==> config.mk <==
export PLATFORM = sky130hd
export DESIGN_NAME = mul_unit_flat
export DESIGN_NICKNAME = d
export VERILOG_FILES = /design/src/rtl/mul_if.sv /design/src/rtl/mul_unit.sv /design/src/flat_wrapper.sv
export SDC_FILE = /design/constraint.sdc
export NUM_CORES = 1
export LEC_CHECK = 0
export BUFFER_PORTS_ARGS = -buffer_cell sky130_fd_sc_hd__buf_2
export CAP_MARGIN = 40
export CELL_PAD_IN_SITES_DETAIL_PLACEMENT = 1
export CELL_PAD_IN_SITES_GLOBAL_PLACEMENT = 1
export CORE_ASPECT_RATIO = 2
export CORE_MARGIN = 4
export CORE_UTILIZATION = 40
export CTS_BUF_LIST = sky130_fd_sc_hd__clkbuf_4
export DETAILED_ROUTE_END_ITERATION = 6
export GPL_TIMING_DRIVEN = 0
export PLACE_DENSITY_LB_ADDON = 0.3
export SLEW_MARGIN = 20
export SYNTH_ARGS = -nofsm -noshare
export SYNTH_HDL_FRONTEND = slang
export SYNTH_SLANG_ARGS = --single-unit
==> constraint.sdc <==
create_clock -name clk -period 3.5 [get_ports clk]
set_input_delay 0.175 -clock clk [delete_from_list [all_inputs] [get_ports clk]]
set_output_delay 0.175 -clock clk [all_outputs]
set_load 0.05 [all_outputs]
==> src/rtl/mul_if.sv <==
// Issue/completion bundle between the control path and the iterative multiplier.
// master drives the operands and start; slave (the multiplier) returns the result and flags.
interface mul_if;
  logic        start;
  logic        acc_en;
  logic        set_flags;
  logic [31:0] a_in;
  logic [31:0] b_in;
  logic [31:0] acc_in;
  logic [3:0]  wa_in;
  logic        busy;
  logic        done;
  logic [31:0] result;
  logic [3:0]  wa_out;
  logic        flags_we;
  logic        n_flag;
  logic        z_flag;

  modport master (
    output start, acc_en, set_flags, a_in, b_in, acc_in, wa_in,
    input  busy, done, result, wa_out, flags_we, n_flag, z_flag
  );

  modport slave (
    input  start, acc_en, set_flags, a_in, b_in, acc_in, wa_in,
    output busy, done, result, wa_out, flags_we, n_flag, z_flag
  );
endinterface

==> src/rtl/mul_unit.sv <==
// Iterative shift-add MUL/MLA unit retiring BITS_PER_CYCLE multiplier bits per RUN cycle.
// Define MUL_EARLY_TERM_EN to leave RUN as soon as the remaining multiplier bits are zero.
module mul_unit #(
  parameter int BITS_PER_CYCLE = 1
) (
  input  logic clk,
  input  logic reset_n,
  mul_if.slave bus
);

  localparam int         ITER     = 32 / BITS_PER_CYCLE;
  localparam logic [5:0] LAST_CNT = 6'(ITER - 1);

  typedef enum logic [1:0] {IDLE, RUN, DONE} state_t;

  state_t      state_reg;
  logic [31:0] mcand_reg;
  logic [31:0] mplier_reg;
  logic [31:0] acc_reg;
  logic [5:0]  cnt_reg;
  logic        set_flags_reg;
  logic        busy_reg;
  logic        done_reg;
  logic        flags_we_reg;
  logic [31:0] result_reg;
  logic [3:0]  wa_out_reg;
  logic        n_flag_reg;
  logic        z_flag_reg;

  logic [31:0] pp_terms [BITS_PER_CYCLE];
  logic [31:0] pp_sum;
  logic [31:0] acc_next;
  logic [31:0] mplier_next;
  logic        last_iter;

  // One shifted copy of the multiplicand per retired multiplier bit.
  genvar gi;
  generate
    for (gi = 0; gi < BITS_PER_CYCLE; gi++) begin : g_pp
      assign pp_terms[gi] = mplier_reg[gi] ? (mcand_reg << gi) : 32'd0;
    end
  endgenerate

  always_comb begin
    pp_sum = 32'd0;
    for (int i = 0; i < BITS_PER_CYCLE; i++) begin
      pp_sum = pp_sum + pp_terms[i];
    end
  end

  assign acc_next    = acc_reg + pp_sum;
  assign mplier_next = mplier_reg >> BITS_PER_CYCLE;

`ifdef MUL_EARLY_TERM_EN
  assign last_iter = (cnt_reg == LAST_CNT) || (mplier_next == 32'd0);
`else
  assign last_iter = (cnt_reg == LAST_CNT);
`endif

  always_ff @(posedge clk or negedge reset_n) begin
    if (!reset_n) begin
      state_reg     <= IDLE;
      mcand_reg     <= 32'd0;
      mplier_reg    <= 32'd0;
      acc_reg       <= 32'd0;
      cnt_reg       <= 6'd0;
      set_flags_reg <= 1'b0;
      busy_reg      <= 1'b0;
      done_reg      <= 1'b0;
      flags_we_reg  <= 1'b0;
      result_reg    <= 32'd0;
      wa_out_reg    <= 4'd0;
      n_flag_reg    <= 1'b0;
      z_flag_reg    <= 1'b1;
    end else begin
      case (state_reg)
        IDLE: begin
          done_reg     <= 1'b0;
          flags_we_reg <= 1'b0;
          if (bus.start) begin
            mcand_reg     <= bus.a_in;
            mplier_reg    <= bus.b_in;
            acc_reg       <= bus.acc_en ? bus.acc_in : 32'd0;
            cnt_reg       <= 6'd0;
            wa_out_reg    <= bus.wa_in;
            set_flags_reg <= bus.set_flags;
            busy_reg      <= 1'b1;
            state_reg     <= RUN;
          end
        end
        RUN: begin
          acc_reg    <= acc_next;
          mcand_reg  <= mcand_reg << BITS_PER_CYCLE;
          mplier_reg <= mplier_next;
          cnt_reg    <= cnt_reg + 6'd1;
          if (last_iter) begin
            // Visible outputs only change here, so they hold through IDLE.
            result_reg   <= acc_next;
            n_flag_reg   <= acc_next[31];
            z_flag_reg   <= (acc_next == 32'd0);
            done_reg     <= 1'b1;
            flags_we_reg <= set_flags_reg;
            state_reg    <= DONE;
          end
        end
        DONE: begin
          done_reg     <= 1'b0;
          flags_we_reg <= 1'b0;
          busy_reg     <= 1'b0;
          state_reg    <= IDLE;
        end
        default: begin
          busy_reg  <= 1'b0;
          done_reg  <= 1'b0;
          state_reg <= IDLE;
        end
      endcase
    end
  end

  assign bus.busy     = busy_reg;
  assign bus.done     = done_reg;
  assign bus.result   = result_reg;
  assign bus.wa_out   = wa_out_reg;
  assign bus.flags_we = flags_we_reg;
  assign bus.n_flag   = n_flag_reg;
  assign bus.z_flag   = z_flag_reg;

endmodule

==> src/flat_wrapper.sv <==
// flat-port wrapper written by rule: the top's interface ports become plain ports
module mul_unit_flat 
#(
  parameter int BITS_PER_CYCLE = 1
)
  (clk, reset_n, bus_start, bus_acc_en, bus_set_flags, bus_a_in, bus_b_in, bus_acc_in, bus_wa_in, bus_busy, bus_done, bus_result, bus_wa_out, bus_flags_we, bus_n_flag, bus_z_flag);
  mul_if bus_i ();
  input  logic clk;
  input  logic reset_n;
  input wire logic [$bits(bus_i.start)-1:0] bus_start;
  input wire logic [$bits(bus_i.acc_en)-1:0] bus_acc_en;
  input wire logic [$bits(bus_i.set_flags)-1:0] bus_set_flags;
  input wire logic [$bits(bus_i.a_in)-1:0] bus_a_in;
  input wire logic [$bits(bus_i.b_in)-1:0] bus_b_in;
  input wire logic [$bits(bus_i.acc_in)-1:0] bus_acc_in;
  input wire logic [$bits(bus_i.wa_in)-1:0] bus_wa_in;
  output wire logic [$bits(bus_i.busy)-1:0] bus_busy;
  output wire logic [$bits(bus_i.done)-1:0] bus_done;
  output wire logic [$bits(bus_i.result)-1:0] bus_result;
  output wire logic [$bits(bus_i.wa_out)-1:0] bus_wa_out;
  output wire logic [$bits(bus_i.flags_we)-1:0] bus_flags_we;
  output wire logic [$bits(bus_i.n_flag)-1:0] bus_n_flag;
  output wire logic [$bits(bus_i.z_flag)-1:0] bus_z_flag;
  assign bus_i.start = bus_start;
  assign bus_i.acc_en = bus_acc_en;
  assign bus_i.set_flags = bus_set_flags;
  assign bus_i.a_in = bus_a_in;
  assign bus_i.b_in = bus_b_in;
  assign bus_i.acc_in = bus_acc_in;
  assign bus_i.wa_in = bus_wa_in;
  assign bus_busy = bus_i.busy;
  assign bus_done = bus_i.done;
  assign bus_result = bus_i.result;
  assign bus_wa_out = bus_i.wa_out;
  assign bus_flags_we = bus_i.flags_we;
  assign bus_n_flag = bus_i.n_flag;
  assign bus_z_flag = bus_i.z_flag;
  mul_unit #(.BITS_PER_CYCLE(BITS_PER_CYCLE)) u_core (.clk(clk), .reset_n(reset_n), .bus(bus_i));
endmodule
==> out/qor.yml, run 1 <==
layout:
  drive_gt1_share_pct: 21.1
  final_area_mm2: 0.0115
  final_common_cell: "buf_2"
  nets: 1399
  area_growth_pct: 33.9
  fill_cells: 2559
  final_util_pct: 54.7
  layout_common_cells: "buf_2, dfrtp_1, nand2_1, o21ai_0, a21oi_1"
power_and_ir_drop:
  p_leak_uw: 0.00531
  p_switching_uw: 3590
  combPwrFrac_pct: 49.6
  pwr-share-seq_pct: 32.8
  switching_share_pct: 45.0
  p_per_area_mw_per_mm2: 692
  p_int_uw: 4390
  power.share.clock_pct: 17.6
  peakVddDrop_mv: 0.293
die:
  fp.dieW_um: 112
  die_h_um: 216
  initial_core_util_pct: 40.8
  rows: 75
  core-area_mm2: 0.0211
  num_io_pins: 146
  die_area_mm2: 0.0241
run_status:
  violations: "setup timing"
  status: "finished with violations"
logic_synthesis:
  yosysUniqueCellTypes: 72
  ys_ff_latch: 145
  syn_nets: 1120
  yosysWarnings: 0
  seq_area_frac_synth_pct: 42.1
  synthCells: 982
  ys.flop_type: "dfrtp_1"
  syn_area_mm2: 0.00862
  synth_edf_count: 0
  ys_async_sr_fraction_pct: 100
  synth.avg_cell_area_um2: 8.77
timing:
  setup_slack_ns: -0.0654
  fmax_mhz: 280
  period_share_pct: 102
  finalMaxSlewViolations: 0
  relSlewSlack_pct: 43.2
  hold_viol: 0
  tightestPinTransition_ns: 0.852
  tns_ns: -0.0654
  fin_worst_skew_ns: 0.0276
  grt_setup_unrepaired: "true"
  finalWorstPathRequiredPeriod_ns: 3.57
  setup_viol: 1
global_routing:
  track_usage_pct: 26.6
  grt_start_max_net_pins: 93
  grt_util_met2_pct: 52.4
  grt-busiest-layer: "met2"
  grt-ovfl-total: 0
  antenna_found_initial: 1
  grt_pass1_vias: 9650
  grt_util_met3_pct: 3.90
  grt_pass1_wl_mm: 50.5
  grt_use_met1_pct: 26.3
drt:
  vias_per_cell: 5.65
  drcViolationCount: 0
  first_pass_iters: 5
  ant_nets: 0
  postRouteWirelength_mm: 32.1
  wl_per_cell_um: 20.8
  num_vias: 8722
  first_iter_violations: 332
clock_network:
  clk_path_buf_depth: 2
  cts_tree: "done"
  cts_made_buffers: 17
  clk_transition_reported_paths_ns: 0.13
  clk_latency_ns: 0.63
  cts.sinks: 145
  root_buffer: "clkbuf_4"
  htree_levels: 4
min_path:
  hold_path_class: "input port to asynchronous set/reset pin"
placement:
  io_buffers: 144
  place_ws_ns: -0.913
  gp_congestion: 0.941
  dpl-instance-area_mm2: 0.00971
  hpwl_mm: 23.2
setup_path:
  rr_endpoint: "u_core.bus.z_flag"
  critPathKind: "flip-flop to flip-flop"
  crit_path_end_kind: "flip-flop"
  reg2reg_slack_ns: -0.07
  cp_data_required_time_ns: 4.04
  r2r-start: "u_core.mplier_reg[0]"
  cp_max_fo: 6
  cp-start-kind: "flip-flop"
  r2r_cells: 14
  cp.arrival_ns: 4.11
run:
  drv_cap: 0
layout make-up:
cell class | instances | area [um^2] | area share [%]
flip-flops and latches | 145 | 3630 | 31.5
diodes | 1 | 2.50 | 0.0217
clock buffers | 17 | 128 | 1.11
clock inverters | 15 | 236 | 2.05
plain buffers | 64 | 264 | 2.29
well taps | 269 | 337 | 2.92
inverters | 18 | 67.6 | 0.585
repair buffers | 263 | 1890 | 16.4
multi-input cells | 752 | 4980 | 43.2
power by group through the flow:
| stage | clock (uW) | sequential (uW) | combinational, uW |
|---|---|---|---|
| global placement | 0 | 2620 | 3350 |
| finish | 1400 | 2620 | 3960 |
| floorplan | 0 | 3090 | 1950 |
| global route | 1490 | 2690 | 4290 |
| detailed placement | 0 | 2640 | 3460 |
| CTS | 1420 | 2610 | 3720 |
critical path: stages, from the launching register on:
cell and delay, ns:
dfrtp_1 0.44, buf_8 0.15, buf_4 0.13, and2_1 0.14, ha_2 0.34, a21o_1 0.21
a21oi_4 0.27, a21o_4 0.22, a21oi_2 0.08, or3_4 0.36, a2111oi_4 0.34, nand4_1 0.21
and4bb_1 0.31, nand4_1 0.11, o31ai_2 0.19
what timing repair did:
action | in CTS | in global routing
setup buffers | 10 | 8
hold buffers | 99 | 0
gates resized for setup | 34 | 41
pin swaps | 15 | 18
endpoints found under the hold margin | 243 | 0
setup endpoints to repair | 16 | 13
per-stage QoR:
stage | total power, uW | std cells | hold WS (ns)
5_1_grt | 8470 | 1544 | 0.0834
4_1_cts | 7750 | 1535 | 0.00699
3_3_place_gp | 5970 | 1395 | 0.366
2_1_floorplan | 5040 | 982 | -0.121
6_report | 7980 | 1544 | 0.0454
3_5_place_dp | 6100 | 1396 | 0.119
how the worst max path moves through the flow:
stage / startpoint / endpoint / slack (ns) / cells after the start
global route: u_core.mplier_reg[0] / u_core.bus.z_flag / -0.24 / 13
CTS: u_core.mplier_reg[0] / u_core.bus.z_flag / -0.11 / 15
global placement: u_core.mplier_reg[0] / u_core.bus.z_flag / -0.85 / 15
floorplan: u_core.mplier_reg[0] / u_core.bus.z_flag / 0.07 / 15
finish: u_core.mplier_reg[0] / u_core.bus.z_flag / -0.07 / 14
detailed placement: u_core.mplier_reg[0] / u_core.bus.z_flag / -0.91 / 15
Yosys cell counts (4+ instances only):
library cell | n | area (um^2)
and4_1 | 4 | 35.0
a22oi_1 | 43 | 323
a21oi_1 | 105 | 526
nor2b_1 | 36 | 225
mux2_2 | 4 | 45.0
and2_1 | 33 | 206
a21o_1 | 15 | 113
xor2_1 | 10 | 87.6
xnor2_1 | 11 | 96.3
dfrtp_1 | 144 | 3600
o21bai_1 | 6 | 45.0
nand2b_1 | 7 | 43.8
a211oi_1 | 4 | 30.0
o211ai_1 | 5 | 37.5
o21ai_0 | 128 | 641
and3b_1 | 33 | 289
nand2_1 | 139 | 522
a222oi_1 | 4 | 40.0
nor3_1 | 5 | 25.0
nor2_1 | 26 | 97.6
o21ai_1 | 9 | 45.0
nand3_1 | 6 | 30.0
clkbuf_1 | 61 | 229
a31oi_1 | 13 | 81.3
o31ai_1 | 4 | 30.0
inv_1 | 17 | 63.8
nand4_1 | 8 | 50.1
and3_1 | 11 | 68.8
ha_1 | 32 | 400
per-layer routing:
metal	share of wire, %	vias to the layer above
met1	35	4358
met2	57	208
met5	0	-
li1	-	4075
met3	3.5	81
met4	4.4	0
kinds of logic after synthesis:
kind of cell    count (synthesis)  synth area share [%]
buf+inv                        85                  3.78
mux                             5                 0.639
simple gates                  325                  20.2
compound gates                367                  26.0
fa+ha+maj                      33                  4.88
flops                         145                  42.1
xor+xnor                       22                  2.45
Power figures use the tool's default switching activity.
==> run 2, diff against run 1 <==
Settings changed: SETUP_SLACK_MARGIN set to 0.4.
==> out/qor.yml, run 2 (synthesized netlist as in run 1, its figures left out) <==
power_and_ir_drop:
  switching_share_pct: 45.6  # +0.56 points
  p_int_uw: 4440  # +1.2%
  power.total_uw: 8160  # +2.2%
  pwr-share-seq_pct: 32.3  # -0.5 points
  p_per_area_mw_per_mm2: 694  # +0.30%
  p_leak_uw: 0.00545  # +2.6%
  power.share.clock_pct: 14.6  # -3.0 points
  peakVddDrop_mv: 0.383  # +31%
  combPwrFrac_pct: 53.1  # +3.5 points
  p_switching_uw: 3720  # +3.5%
global_routing:
  grt_pass1_wl_mm: 51.6  # +2.1%
  track_usage_pct: 27.0  # +0.38 points
  grt-ovfl-total: 0  # unchanged
  antenna_found_initial: 1  # unchanged
  grt_pass1_vias: 9819  # +1.8%
  grt_start_max_net_pins: 96  # +3.2%
run_status:
  violations: "setup timing"
  status: "finished with violations"
layout:
  fill_cells: 2513  # -1.8%
  final_common_cell: "buf_2"
  stdcell_count: 1567  # +1.5%
  final_util_pct: 55.7  # +1.1 points
  area_growth_pct: 36.5
  regArea_mm2: 0.00363  # about the same
  multi_input_area_mm2: 0.00505  # +1.4%
  drive_gt1_share_pct: 23.5  # +2.4 points
  final_area_mm2: 0.0118  # +1.9%
  layout_common_cells: "buf_2, dfrtp_1, nand2_1, o21ai_0, a21oi_1"
  nets: 1422  # +1.6%
clock_network:
  clk_transition_reported_paths_ns: 0.14  # about the same
  clk_latency_ns: 0.62  # about the same
  cts_tree: "done"
  cts_made_buffers: 17  # unchanged
  clk_path_buf_depth: 2  # unchanged
  root_buffer: "clkbuf_4"
  htree_levels: 4  # unchanged
  cts.sinks: 145  # unchanged
die:
  rows: 75  # unchanged
  die_area_mm2: 0.0241  # unchanged
  die_h_um: 216  # unchanged
  fp.dieW_um: 112  # unchanged
  core-area_mm2: 0.0211  # unchanged
  initial_core_util_pct: 40.8  # unchanged
  num_io_pins: 146  # unchanged
min_path:
  hold_path_class: "input port to flip-flop"
setup_path:
  critPathKind: "flip-flop to flip-flop"
  cp_data_required_time_ns: 4.03  # about the same
  cp_max_fo: 6  # unchanged
  reg2reg_slack_ns: -0.23  # -0.16 ns
  crit_path_end_kind: "flip-flop"
  cp-start-kind: "flip-flop"
  cp.arrival_ns: 4.26  # +0.15 ns
placement:
  dpl-instance-area_mm2: 0.00975  # +0.36%
  io_buffers: 144  # unchanged
  hpwl_mm: 23.2  # about the same
  gp_congestion: 0.922  # -1.9%
  placed_cells: 1396  # unchanged
timing:
  setup_slack_ns: -0.230  # -0.165 ns
  grt_setup_unrepaired: "true"
  fmax_mhz: 268  # -4.4%
  finalMaxSlewViolations: 0  # unchanged
  hold_viol: 0  # unchanged
  finalWorstPathRequiredPeriod_ns: 3.73  # +0.165 ns
  setup_viol: 3  # +2
  relSlewSlack_pct: 42.8  # -0.34 points
  tns_ns: -0.353  # -0.287 ns
  period_share_pct: 107  # +4.7 points
  tightestPinTransition_ns: 0.857  # +0.00517 ns
  fin_worst_skew_ns: 0.0278  # +0.000204 ns
drt:
  num_vias: 8880  # +1.8%
  drcViolationCount: 0  # unchanged
  wl_per_cell_um: 21.1  # +1.5%
  ant_nets: 0  # unchanged
  vias_per_cell: 5.67  # +0.32%
  postRouteWirelength_mm: 33.1  # +3.0%
  first_pass_iters: 4  # -1
  first_iter_violations: 289  # -13%
run:
  drv_cap: 0  # unchanged
run 2: cell types whose count changed in the layout (fill, tap and decap cells not counted), moves of 9 or more:
cell     delta
o21ai_0    -12
buf_6       +9
o21ai_1     +9
buf_4      +16
run 2: final cells by class:
type	count	share of cell area, %
Multi-Input combinational cell	752	42.9
Antenna cell	1	0.0213
Sequential cell	145	30.9
Buffer	67	2.50
Clock buffer	19	1.21
Tap cell	269	2.86
Inverter	18	0.574
Clock inverter	13	1.36
Timing Repair Buffer	283	17.7
run 2: through the flow:
| step | hold WS, ns | setup slack (ns) |
|---|---|---|
| after global routing | 0.0246 | -0.357 |
| after CTS | 0.000156 | -0.153 |
| after detailed placement | 0.114 | -0.457 |
| after floorplan | -0.121 | 0.252 |
| final | 0.0260 | -0.230 |
| after global placement | 0.365 | -0.428 |
run 2: timing repair:
item	CTS	global route
setup endpoints to repair	28	29
hold endpoints to repair	239	0
hold buffers	96	0
gates resized for setup	57	54
buffers inserted	19	22
pin swaps	23	36
run 2: worst paths after layout:
path,start,end,cells after the start
max in group asynchronous,reset_n,u_core.bus.z_flag,3
setup reg to reg,u_core.mplier_reg[0],u_core.bus.z_flag,15
hold / removal,bus_a_in[19],u_core.mcand_reg[19],4
setup / recovery,u_core.mplier_reg[0],u_core.bus.z_flag,15
hold reg to reg,u_core.bus.result[25],u_core.bus.result[25],2
min in group asynchronous,reset_n,u_core.bus.wa_out[1],2
run 2: worst max-delay path, stage by stage (launching register included):
cell and delay [ns]:
dfrtp_2 0.47, buf_8 0.14, and2_4 0.14, ha_4 0.15, inv_2 0.05, fa_2 0.19
and2b_4 0.20, o2111ai_4 0.32, a21o_4 0.22, a21oi_1 0.11, or3_4 0.41, a2111oi_4 0.38
nand4_1 0.25, and4bb_1 0.33, nand4_1 0.11, o31ai_2 0.18
run 2: power groups by stage:
stage	sequential, uW	combinational, uW	clock (uW)
after floorplan	3090	1980	0
after CTS	2620	3910	1220
final	2630	4340	1190
after detailed placement	2640	3480	0
after global routing	2710	4670	1280
after global placement	2610	3380	0
run 2: routing by layer:
layer,wire length (um),track usage [%],part of all wire [%],up-vias
li1,-,-,-,4135
met1,11400,26.5,35,4395
met2,18600,53.0,56,249
met3,1360,4.90,4.1,101
met4,1640,13.0,5.0,0
met5,0,0,0,-
==> run 3, diff against run 2 <==
Settings changed: ABC_CLOCK_PERIOD_IN_PS set to 3500, CELL_PAD_IN_SITES_DETAIL_PLACEMENT 1 to unset, CELL_PAD_IN_SITES_GLOBAL_PLACEMENT 1 to unset, CORE_UTILIZATION 40 to 53.
==> out/qor.yml, run 3 (synthesized netlist as in run 1, its figures left out) <==
run_status:
  status: "finished with violations"
  violations: "setup timing"
setup_path:
  crit_path_end_kind: "flip-flop"
  critPathSlowestCell: "dfrtp_1"
  critPathKind: "flip-flop to flip-flop"
  path_common_cell: "nand4_1"
  cpPeakStageDelay_ns: 0.45  # -0.02 ns
  cp_top_family: "simple AND/OR/NAND/NOR gates"
  cp.arrival_ns: 4.15  # -0.11 ns
  cp_data_required_time_ns: 3.99  # -0.04 ns
  cp_max_fo: 5  # -1
  worst-path-buf-inv: 4  # +2
  cp_cell_sequence: "buf_8 -> and2_4 -> ha_4 -> inv_2 -> fa_2 -> and2b_4 -> o2111ai_4 -> a211oi_4 -> buf_4 -> buf_6 -> nor3_4 -> nand3b_1 -> a21oi_1 -> nand4_1 -> and4bb_1 -> nand4_1 -> o31ai_2"
  cp-start-kind: "flip-flop"
timing:
  tns_ns: -0.164  # +0.189 ns
  setup_slack_ns: -0.164  # +0.0662 ns
  setup_viol: 1  # -2
  fmax_mhz: 273  # +1.8%
  hold_viol: 0  # unchanged
  grt_setup_unrepaired: "true"
  finalWorstPathRequiredPeriod_ns: 3.66  # -0.0662 ns
  relSlewSlack_pct: 41.8  # -1.0 points
  fin_worst_skew_ns: 0.0266  # -0.00119 ns
  finalMaxSlewViolations: 0  # unchanged
  tightestPinTransition_ns: 0.872  # +0.0149 ns
  period_share_pct: 105  # -1.9 points
layout:
  layout_common_cells: "buf_2, dfrtp_1, nand2_1, o21ai_0, a21oi_1"
  area_growth_pct: 32.6
  final_area_mm2: 0.0114  # -2.9%
  stdcell_count: 1462  # -6.7%
  nets: 1386  # -2.5%
  drive_gt1_share_pct: 24.6  # +1.1 points
  final_common_cell: "buf_2"
run:
  drv_cap: 0  # unchanged
global_routing:
  antenna_found_initial: 1  # unchanged
  grt-ovfl-total: 0  # unchanged
  grt_start_max_net_pins: 98  # +2.1%
  grt_pass1_wl_mm: 45.1  # -13%
  track_usage_pct: 30.6  # +3.5 points
  grt_pass1_vias: 9244  # -5.9%
die:
  num_io_pins: 146  # unchanged
  core-area_mm2: 0.0159  # -25%
  die_h_um: 188  # -13%
  die_area_mm2: 0.0185  # -23%
  rows: 65  # -13%
  fp.dieW_um: 98.2  # -12%
  initial_core_util_pct: 54.3  # +14 points
drt:
  vias_per_cell: 6.04  # +6.7%
  wl_per_cell_um: 19.8  # -6.1%
  first_pass_iters: 5  # +1
  postRouteWirelength_mm: 29.0  # -12%
  num_vias: 8836  # -0.50%
  drcViolationCount: 0  # unchanged
  first_iter_violations: 595  # +110%
  ant_nets: 0  # unchanged
placement:
  hpwl_mm: 20.2  # -13%
  gp_congestion: 0.937  # +1.6%
  placed_cells: 1328  # -4.9%
  io_buffers: 144  # unchanged
  dpl-instance-area_mm2: 0.00966  # -0.87%
clock_network:
  cts.sinks: 145  # unchanged
  clk_path_buf_depth: 2  # unchanged
  clk_transition_reported_paths_ns: 0.15  # about the same
  root_buffer: "clkbuf_4"
  htree_levels: 4  # unchanged
  cts_tree: "done"
  cts_made_buffers: 17  # unchanged
  clk_latency_ns: 0.58  # -0.04 ns
power_and_ir_drop:
  peakVddDrop_mv: 0.349  # -8.9%
  power.total_uw: 7930  # -2.9%
  p_leak_uw: 0.00527  # -3.4%
  p_per_area_mw_per_mm2: 694  # about the same
min_path:
  hold_path_class: "input port to flip-flop"
-- run 3: cell types whose count changed in the layout (fill, tap and decap cells not counted), moves of 4 or more --
cell,previous run,this run
dlygate4sd3_1,96,71
buf_4,34,25
o21ai_1,17,11
clkbuf_4,21,17
a21oi_2,5,9
nand2_2,4,8
ha_4,7,11
buf_6,10,6
a21oi_1,99,95
o21ai_0,112,117
nand2_1,134,129
-- run 3: path summary, 6_finish.rpt --
path	startpoint	to	slack, ns	cells past startpoint
min in group asynchronous	reset_n	u_core.bus.wa_out[2]	0.07	2
setup reg to reg	u_core.mplier_reg[0]	u_core.bus.z_flag	-0.16	17
hold / removal	bus_a_in[10]	u_core.mcand_reg[10]	0.02	4
max in group asynchronous	reset_n	u_core.bus.result[26]	2.60	3
setup / recovery	u_core.mplier_reg[0]	u_core.bus.z_flag	-0.16	17
hold reg to reg	u_core.bus.result[9]	u_core.bus.result[9]	0.48	2
-- run 3: where the power goes --
part	switching [uW]	total, uW	internal (uW)
Sequential	416	2640	2230
Clock	689	1120	430
Combinational	2540	4160	1620
Total	3640	7930	4280
-- run 3: cell type report --
type | count | area, um^2
Antenna cell | 1 | 2.50
Buffer | 67 | 305
Clock buffer | 17 | 128
Clock inverter | 14 | 154
Fill cell | 1254 | 4440
Inverter | 18 | 67.6
Multi-Input combinational cell | 752 | 5160
Sequential cell | 145 | 3630
Tap cell | 201 | 251
Timing Repair Buffer | 247 | 1720
-- run 3: layer usage --
layer	wire length [um]	part of all wire (%)	global-route usage, %	up-vias
met5	0	0	0	-
met4	1760	6.1	18.5	0
met3	1590	5.5	4.85	126
met2	15800	55	57.3	398
met1	9780	34	31.0	4250
li1	-	-	-	4062
-- run 3: worst register-to-register path, cell delays in order (launching register included) --
cell and delay (ns):
dfrtp_1 0.45, buf_8 0.14, and2_4 0.14, ha_4 0.13
inv_2 0.04, fa_2 0.33, and2b_4 0.28, o2111ai_4 0.22
a211oi_4 0.39, buf_4 0.18, buf_6 0.10, nor3_4 0.04
nand3b_1 0.19, a21oi_1 0.14, nand4_1 0.20, and4bb_1 0.32
nand4_1 0.12, o31ai_2 0.19
-- run 3: repair_timing --
| action | 4_1_cts | 5_1_grt |
|---|---|---|
| endpoints found under the hold margin | 215 | 0 |
| hold buffers | 71 | 0 |
| buffers inserted | 12 | 18 |
| resized for setup | 73 | 50 |
| setup endpoints to repair | 25 | 21 |
| pin swaps | 21 | 28 |
| cloned | 0 | 0 |
-- run 3: stage by stage --
| stage | util (%) | setup WS (ns) | hold slack, ns |
|---|---|---|---|
| after floorplan | - | 0.252 | -0.121 |
| after global routing | 72.0 | -0.246 | -0.000875 |
| after CTS | 69.9 | -0.0197 | 0.0000868 |
| after detailed placement | 60.9 | -0.415 | 0.0958 |
| final | 72.0 | -0.164 | 0.0226 |
| after global placement | 60.7 | -0.371 | 0.365 |
